$ cat src/rtl/ptw_pkg.sv
// Shared types for the page-table-walk request arbiter.
// States, port ids and the walker response bundle.
package ptw_pkg;

  localparam int VPN_W = 27;
  localparam int PPN_W = 44;
  localparam int PTE_W = 10;

  typedef enum logic [1:0] {
    ST_IDLE,
    ST_ISSUE,
    ST_WAIT,
    ST_RESP
  } ptw_state_e;

  typedef enum logic {
    PORT_I = 1'b0,
    PORT_D = 1'b1
  } ptw_port_e;

  typedef struct packed {
    logic [PPN_W-1:0] ppn;
    logic [PTE_W-1:0] pte;
    logic [1:0]       pgsize;
    logic             error;
  } ptw_rsp_t;

endpackage

$ cat src/rtl/ptw_rr_arb2.sv
// Two-way arbiter, one-hot grant (bit 0 = I, bit 1 = D).
// Remembers the last served port and favours the other.
module ptw_rr_arb2
  import ptw_pkg::*;
#(
  parameter bit RR_EN = 1'b1
) (
  input  logic       ptw_clk_i,
  input  logic       ptw_arst_i,
  input  logic [1:0] req,
  input  logic       advance,
  input  ptw_port_e  served,
  output logic [1:0] gnt
);

  ptw_port_e last_q;

  always_ff @(posedge ptw_clk_i or posedge ptw_arst_i) begin
    if (ptw_arst_i) begin
      last_q <= PORT_D;
    end else if (advance) begin
      last_q <= served;
    end
  end

  always_comb begin
    gnt = 2'b00;
    unique case (1'b1)
      (req == 2'b11):
        gnt = (RR_EN && last_q == PORT_I) ? 2'b10 : 2'b01;
      (req == 2'b01): gnt = 2'b01;
      (req == 2'b10): gnt = 2'b10;
      default:        gnt = 2'b00;
    endcase
  end

endmodule

$ cat src/rtl/ptw_arb.sv
// Arbitrates I/D TLB misses onto one page-table walker.
// One walk in flight; flushed walks complete silently.
module ptw_arb
  import ptw_pkg::*;
#(
  parameter bit RR_EN = 1'b1
) (
  input  logic             ptw_clk_i,
  input  logic             ptw_arst_i,
  input  logic             flush_i,
  input  logic             itlb_req_valid_i,
  input  logic             dtlb_req_valid_i,
  input  logic [VPN_W-1:0] itlb_req_vpn_i,
  input  logic [VPN_W-1:0] dtlb_req_vpn_i,
  output logic             itlb_req_ready_o,
  output logic             dtlb_req_ready_o,
  output logic             itlb_rsp_valid_o,
  output logic             dtlb_rsp_valid_o,
  output logic [PPN_W-1:0] rsp_ppn_o,
  output logic [PTE_W-1:0] rsp_pte_o,
  output logic [1:0]       rsp_pgsize_o,
  output logic             rsp_error_o,
  output logic             ptw_valid_o,
  output logic [VPN_W-1:0] ptw_vpn_o,
  input  logic             ptw_ready_i,
  input  logic [PPN_W-1:0] ptw_ppn_i,
  input  logic [PTE_W-1:0] ptw_pte_i,
  input  logic [1:0]       ptw_pgsize_i,
  input  logic             ptw_error_i
);

  ptw_state_e       state_q, state_d;
  ptw_port_e        owner_q;
  logic [VPN_W-1:0] vpn_q;
  logic             kill_q, kill_d;
  ptw_rsp_t         rsp_q;
  logic [1:0]       req, gnt;
  logic             acc, cap, adv;

  assign req = {dtlb_req_valid_i, itlb_req_valid_i}
             & {2{state_q == ST_IDLE && !flush_i}};

  ptw_rr_arb2 #(.RR_EN(RR_EN)) u_arb (
    .ptw_clk_i (ptw_clk_i),
    .ptw_arst_i(ptw_arst_i),
    .req       (req),
    .advance   (adv),
    .served    (owner_q),
    .gnt       (gnt)
  );

  assign itlb_req_ready_o = gnt[0];
  assign dtlb_req_ready_o = gnt[1];
  assign ptw_vpn_o        = vpn_q;
  assign rsp_ppn_o        = rsp_q.ppn;
  assign rsp_pte_o        = rsp_q.pte;
  assign rsp_pgsize_o     = rsp_q.pgsize;
  assign rsp_error_o      = rsp_q.error;

  always_comb begin
    state_d          = state_q;
    kill_d           = kill_q;
    acc              = 1'b0;
    cap              = 1'b0;
    adv              = 1'b0;
    ptw_valid_o      = 1'b0;
    itlb_rsp_valid_o = 1'b0;
    dtlb_rsp_valid_o = 1'b0;
    unique case (state_q)
      ST_IDLE: begin
        if (|gnt) begin
          acc     = 1'b1;
          state_d = ST_ISSUE;
        end
      end
      ST_ISSUE: begin
        ptw_valid_o = 1'b1;
        state_d     = ST_WAIT;
        if (flush_i) kill_d = 1'b1;
      end
      ST_WAIT: begin
        if (ptw_ready_i) begin
          // a flush on the completing cycle also discards the result
          cap     = !(kill_q || flush_i);
          state_d = cap ? ST_RESP : ST_IDLE;
          kill_d  = 1'b0;
        end else if (flush_i) begin
          kill_d = 1'b1;
        end
      end
      ST_RESP: begin
        adv              = 1'b1;
        state_d          = ST_IDLE;
        itlb_rsp_valid_o = !flush_i && owner_q == PORT_I;
        dtlb_rsp_valid_o = !flush_i && owner_q == PORT_D;
      end
      default: state_d = ST_IDLE;
    endcase
  end

  always_ff @(posedge ptw_clk_i or posedge ptw_arst_i) begin
    if (ptw_arst_i) begin
      state_q <= ST_IDLE;
      kill_q  <= 1'b0;
      owner_q <= PORT_I;
      vpn_q   <= '0;
      rsp_q   <= '0;
    end else begin
      state_q <= state_d;
      kill_q  <= kill_d;
      if (acc) begin
        owner_q <= gnt[1] ? PORT_D : PORT_I;
        vpn_q   <= gnt[1] ? dtlb_req_vpn_i : itlb_req_vpn_i;
      end
      if (cap) begin
        rsp_q <= '{ppn: ptw_ppn_i, pte: ptw_pte_i,
                   pgsize: ptw_pgsize_i, error: ptw_error_i};
      end
    end
  end

endmodule

$ cat config.mk
export PLATFORM = sky130hd
export DESIGN_NAME = ptw_arb
export DESIGN_NICKNAME = d
export VERILOG_FILES = /design/src/rtl/ptw_pkg.sv /design/src/rtl/ptw_rr_arb2.sv /design/src/rtl/ptw_arb.sv
export SDC_FILE = /design/constraint.sdc
export NUM_CORES = 1
export LEC_CHECK = 0
export CORE_ASPECT_RATIO = 0.8
export CORE_UTILIZATION = 44
export CTS_BUF_LIST = sky130_fd_sc_hd__clkbuf_4
export CTS_CLUSTER_DIAMETER = 30
export CTS_CLUSTER_SIZE = 10
export DETAILED_ROUTE_END_ITERATION = 8
export PLACE_DENSITY = 0.89
export RECOVER_POWER = 100
export SLEW_MARGIN = 20
export SYNTH_ARGS = -nofsm -noshare
export SYNTH_HDL_FRONTEND = slang
export SYNTH_SLANG_ARGS = --single-unit
export TNS_END_PERCENT = 20
$ cat constraint.sdc
create_clock -name ptw_clk_i -period 5.8 [get_ports ptw_clk_i]
set_input_delay 1.74 -clock ptw_clk_i [delete_from_list [all_inputs] [get_ports ptw_clk_i]]
set_output_delay 1.74 -clock ptw_clk_i [all_outputs]
set_load 0.05 [all_outputs]
Yosys cells after proc, flatten, opt, wreduce, memory -nomap -nowiden
Index checks and enable logic that the tools add are counted.
{ "op_classes": {"eq_ne": 8, "n_mux": 19, "n_bitwise": 2, "n_reduce_logical": 10} }
{ "ops": {"columns": ["operator", "count"], "rows": [
  ["$mux W27", 1],
  ["$mux W1", 11],
  ["$eq A2 B2 Y1 const B", 4],
  ["$mux W2", 4],
  ["$pmux W2 S4", 1],
  ["$pmux W2 S3", 1],
  ["$eq A2 B1 Y1 const B", 2],
  ["$logic_and A1 B1 Y1", 3],
  ["$and A2 B2 Y2", 1],
  ["$logic_not A1 Y1", 2],
  ["$logic_not A2 Y1", 1],
  ["$ne A2 B1 Y1 const B", 1],
  ["$ne A2 B2 Y1 const B", 1],
  ["$pmux W1 S2", 1],
  ["$reduce_and A2 Y1", 1],
  ["$reduce_bool A2 Y1", 1],
  ["$reduce_or A2 Y1", 1],
  ["$logic_or A1 B1 Y1", 1],
  ["$not A1 Y1", 1]
]} }
{ "word_totals": {"regBits": 89, "in_bits": 117, "out_inout_bits": 89, "word_cells": 48} }

Depth between registers and ports, before layout
{ "logic_depth": {"word_depth": 8, "ltp_mapped": 7, "mapped_depth_nobuf": 5} }

Modules after synthesis
Synthesis repeated with hierarchy kept, for this count alone.
{ "unflattened": {"cells_unflattened": 274, "hier_area_um2": 3861.2} }
{ "by_module_without_submodules": {"columns": ["module", "n_inst", "cells_per_inst", "area_each_um2", "seq_area_each_um2"], "rows": [
  ["ptw_arb", 1, 267, 3803.6, 2202.1],
  ["ptw_rr_arb2", 1, 7, 57.6, 26.3]
]} }

Worst setup path after synthesis
OpenSTA, ideal clock, no wires.
{ "synth_timing": {"path_kind": "input to output", "from": "input dtlb_req_valid_i", "to": "output dtlb_req_ready_o", "t_arrival_ps": 3363, "required_ps": 4060, "slack_ps": 697, "cell_stages": 4, "n_path_buf": 2, "path_cell_list": "nand2b_1 buf_2 buf_1 a211oi_1"} }
{ "synth_between": {"elab_chain_cells": 3, "elab_cells_between_ends": 5, "cone_classes": "eq/ne (3); mux (1); bitwise (1)"} }
{ "synth_rtl": {"columns": ["element", "line", "text"], "rows": [
  ["start, declared", "ptw_arb.sv:12", "input logic dtlb_req_valid_i,"],
  ["$and A2 B2 Y2 (*)", "ptw_arb.sv:41", "& {2{state_q == ST_IDLE && !flush_i}};"],
  ["$eq A2 B2 Y1 (tied with other cells)", "ptw_rr_arb2.sv:32", "(req == 2'b10): gnt = 2'b10;"],
  ["$pmux W2 S3 (*)", "ptw_rr_arb2.sv:28", "unique case (1'b1)"],
  ["end, declared", "ptw_arb.sv:16", "output logic dtlb_req_ready_o,"]
]} }
Every way passes the cells marked *; elsewhere a longest branch is shown, timed or not.

Final worst setup path
{ "layout_timing": {"from": "input flush_i", "to": "output itlb_rsp_valid_o"} }
{ "layout_between": {"elab_chain_cells": 3} }
{ "layout_rtl": {"columns": ["element", "line", "text"], "rows": [
  ["start, declared", "ptw_arb.sv:10", "input logic flush_i,"],
  ["$logic_not A1 Y1", "ptw_arb.sv:94", "itlb_rsp_valid_o = !flush_i && owner_q == PORT_I;"],
  ["$logic_and A1 B1 Y1", "ptw_arb.sv:94", null],
  ["$mux W1", "ptw_arb.sv:69", "unique case (state_q)"],
  ["end, declared", "ptw_arb.sv:17", "output logic itlb_rsp_valid_o,"]
]} }
Every way passes these cells.

==> out/qor.yml <==
sta:
  fin_crit_ns: 5.319
  setup_viol: 0
  report.final.slew_viol_count: 139
  slew_headroom: -0.9835
  fin_tns_setup_ns: 0
  rsz0062_at_grt: "no"
  fmax_ghz: 0.1880
  finalClockSkew_ns: 0.01052
  hold_violations: 0
  fin_crit_sh: 0.9171
  tightest_slew_ns: 2.975
final_layout:
  insertedDiodeCount: 0
  multi_input_area_um2: 1478
  num-fill-cells: 596
  regArea_um2: 2228
  drive_gt1_frac: 0.1042
  final_nets: 635
  area_delta_synth_final_pct: 57.31
  final_cells: 630
job:
  maxCapViolations: 3
critical_path:
  reg2reg_from: "state_q[0]$_DFFE_PP0P_"
  cp-start-kind: "primary input"
  cp_max_fo: 9
  reg2reg_depth: 6
  r2r_end: "rsp_ppn_o[43]$_DFFE_PP0P_"
  cp-end-kind: "primary output"
  required_ns: 4.06
  rrSetupSlack_ns: 2.05
  worstSetupPathType: "primary input to primary output"
  arrival_ns: 3.58
  startpoint: "flush_i"
synth:
  yosysWarnings: 0
  syn_area_um2: 3886
  synth_cell_types: 33
  syn_inst: 317
  synth_area_per_cell_um2: 12.26
  synth_seq_cells: 89
  synth-seq-area-share: 0.5734
  synth.top_cells.by_area: "dfrtp_1, mux2_1, mux2_2"
  yosysTopAreaCell: "dfrtp_1"
  syn_nets: 439
  yosysTopAreaCellShare: 0.5666
routing:
  vias: 3328
  dr.pass1.iters: 4
  wl_um: 10310
  wl_per_cell_um: 16.37
  via_per_inst: 5.283
  drtIter0Drc: 129
  drc_errors: 0
  antenna_left: 0
place:
  dp_hpwl_um: 7633
  gp_congestion: 0.8167
  dpl.cell_count: 614
  io_buffers: 205
grt:
  antenna_found_initial: 0
  grt_pass1_wl_um: 15920
  grt_util_all_layers: 0.2223
  overflow: 0
  grt_pass1_vias: 3198
  grt_max_degree: 58
cts:
  clk_pin_slew_ns: 0.15
  hold_buffers: 0
  clock_latency_ns: 0.42
  cts_setup_buffers: 0
  cts_root_buf: "clkbuf_4"
  numCtsBuffers: 9
  cts_resized: 0
  cts_sinks: 89
  htree_levels: 3
  tritoncts: "yes"
  clockBufferDepth: 2
floorplanning:
  dieWidth_um: 107.1
  num_io_pins: 206
  start_util: 0.4561
  core_um2: 8521
  dieArea_um2: 9215
  dieHeight_um: 86.06
  rows: 30
min_path:
  hp-class: "flip-flop to flip-flop"
  min_from: "rsp_ppn_o[12]$_DFFE_PP0P_"
  holdPathStages: 1
  whs_endpoint: "rsp_ppn_o[12]$_DFFE_PP0P_"
power_and_ir_drop:
  seq_power_share: 0.298
  switching_share: 0.5036
  comb_power_share: 0.588
  power_density_nw_per_um2: 583.8
  switchingPower_mw: 1.797
  p_int_mw: 1.771
  p_leak_nw: 2.629
  pwr-share-clk: 0.114
  ir_drop_mv: 0.3293
status:
  violations: "max-capacitance violations, max-slew violations"
  status: "finished with violations"
## cell usage in the layout, fill, tap and decap left out, types with 3 or more instances in the layout
| cell type | count |
|---|---|
| ha_1 | 5 |
| nor3b_1 | 3 |
| a31oi_1 | 28 |
| inv_1 | 3 |
| dlygate4sd3_1 | 89 |
| nand3_1 | 27 |
| clkdlybuf4s50_1 | 114 |
| o21ai_1 | 3 |
| mux2_2 | 28 |
| a21oi_1 | 29 |
| buf_4 | 4 |
| dfrtp_1 | 88 |
| nor2_1 | 3 |
| clkbuf_4 | 10 |
| mux2_1 | 30 |
| o21ai_0 | 24 |
| clkbuf_1 | 3 |
## cells in the mapped netlist
cell type	number
nor3b_1	3
o41ai_1	2
inv_1	4
nor3_1	1
o21a_1	1
mux2_1	30
o31ai_1	2
nand3_1	27
a211oi_1	1
and2b_1	1
nand2b_1	2
buf_8	3
nor2b_1	2
buf_1	3
o21ai_1	3
dfstp_2	1
mux2_2	28
o21ai_0	24
buf_4	3
a21oi_1	29
nor3_4	1
nor2_1	3
ha_1	5
a31oi_1	28
buf_2	12
and3b_1	1
dfrtp_1	88
or2_2	1
buf_6	1
nor2_4	1
clkbuf_1	4
and2_1	1
nand2_1	1
## per-layer routing
layer | vias up | track usage | routed length, um
met5 | - | 0 | 0
met4 | 0 | 0.06476 | 152
met3 | 13 | 0.06915 | 1013
met2 | 179 | 0.3830 | 5050
met1 | 1581 | 0.2689 | 4098
li1 | 1555 | - | -
## worst max-delay path by stage
stage                                  end  slack, ns
after detailed placement  itlb_rsp_valid_o       0.59
final                     itlb_rsp_valid_o       0.48
after global placement    itlb_rsp_valid_o       0.64
after global routing      itlb_rsp_valid_o       0.43
after CTS                 itlb_rsp_valid_o       0.58
after floorplan           dtlb_req_ready_o       0.70
## stage by stage
| stage | setup slack, ns | hold WS [ns] | total power, mW | util | instance area (um2) |
|---|---|---|---|---|---|
| after global routing | 0.4344 | 0.5145 | 3.744 | 0.7175 | 6113 |
| after global placement | 0.6428 | 0.4670 | 3.264 | 0.7021 | 5982 |
| after detailed placement | 0.5937 | 0.4752 | 3.317 | 0.7021 | 5982 |
| after floorplan | 0.6966 | 0.4935 | 2.514 | - | 3886 |
| after CTS | 0.5843 | 0.5075 | 3.722 | 0.7223 | 6155 |
| final | 0.4807 | 0.4981 | 3.569 | 0.7175 | 6113 |
## registers in the layout (all words and copies together), names as in the netlist
register / flops
rsp_ppn_o: 44
ptw_vpn_o: 27
rsp_pte_o: 10
rsp_pgsize_o: 2
state_q: 2
kill_q: 1
owner_q: 1
rsp_error_o: 1
u_arb.last_q: 1
## cells by family (layout without fill, tap and decap cells)
group                    after synthesis  after routing  share of synthesized area
AO/OA/AOI/OAI                         90             90                     0.1294
adder cells (fa/ha/maj)                5              5                    0.01610
buffers and inverters                 30            231                    0.04636
flip-flops                            89             89                     0.5734
multiplexers                          58             58                     0.1681
AND/OR/NAND/NOR                       45             45                    0.06665
## worst max-delay path, stage by stage
cell and delay, ns:
dlygate4sd3_1 0.69, nor3b_1 0.24, dlygate4sd3_1 0.90
## layout make-up
class	count	share of cell area
multi-input cells	198	0.2417
clock buffers	10	0.01228
well taps	112	0.02292
repair buffers	211	0.3400
inverters	4	0.002661
flip-flops and latches	89	0.3645
clock inverters	6	0.01596
## power by group through the flow
| stage | clock (mW) | combinational, mW | sequential, mW |
|---|---|---|---|
| after floorplan | 0 | 0.439 | 2.07 |
| after global placement | 0 | 2.19 | 1.07 |
| after detailed placement | 0 | 2.22 | 1.09 |
| after CTS | 0.415 | 2.23 | 1.08 |
| after global routing | 0.442 | 2.20 | 1.11 |
| final | 0.406 | 2.10 | 1.06 |
No activity file was read; power rests on OpenSTA's default activity.
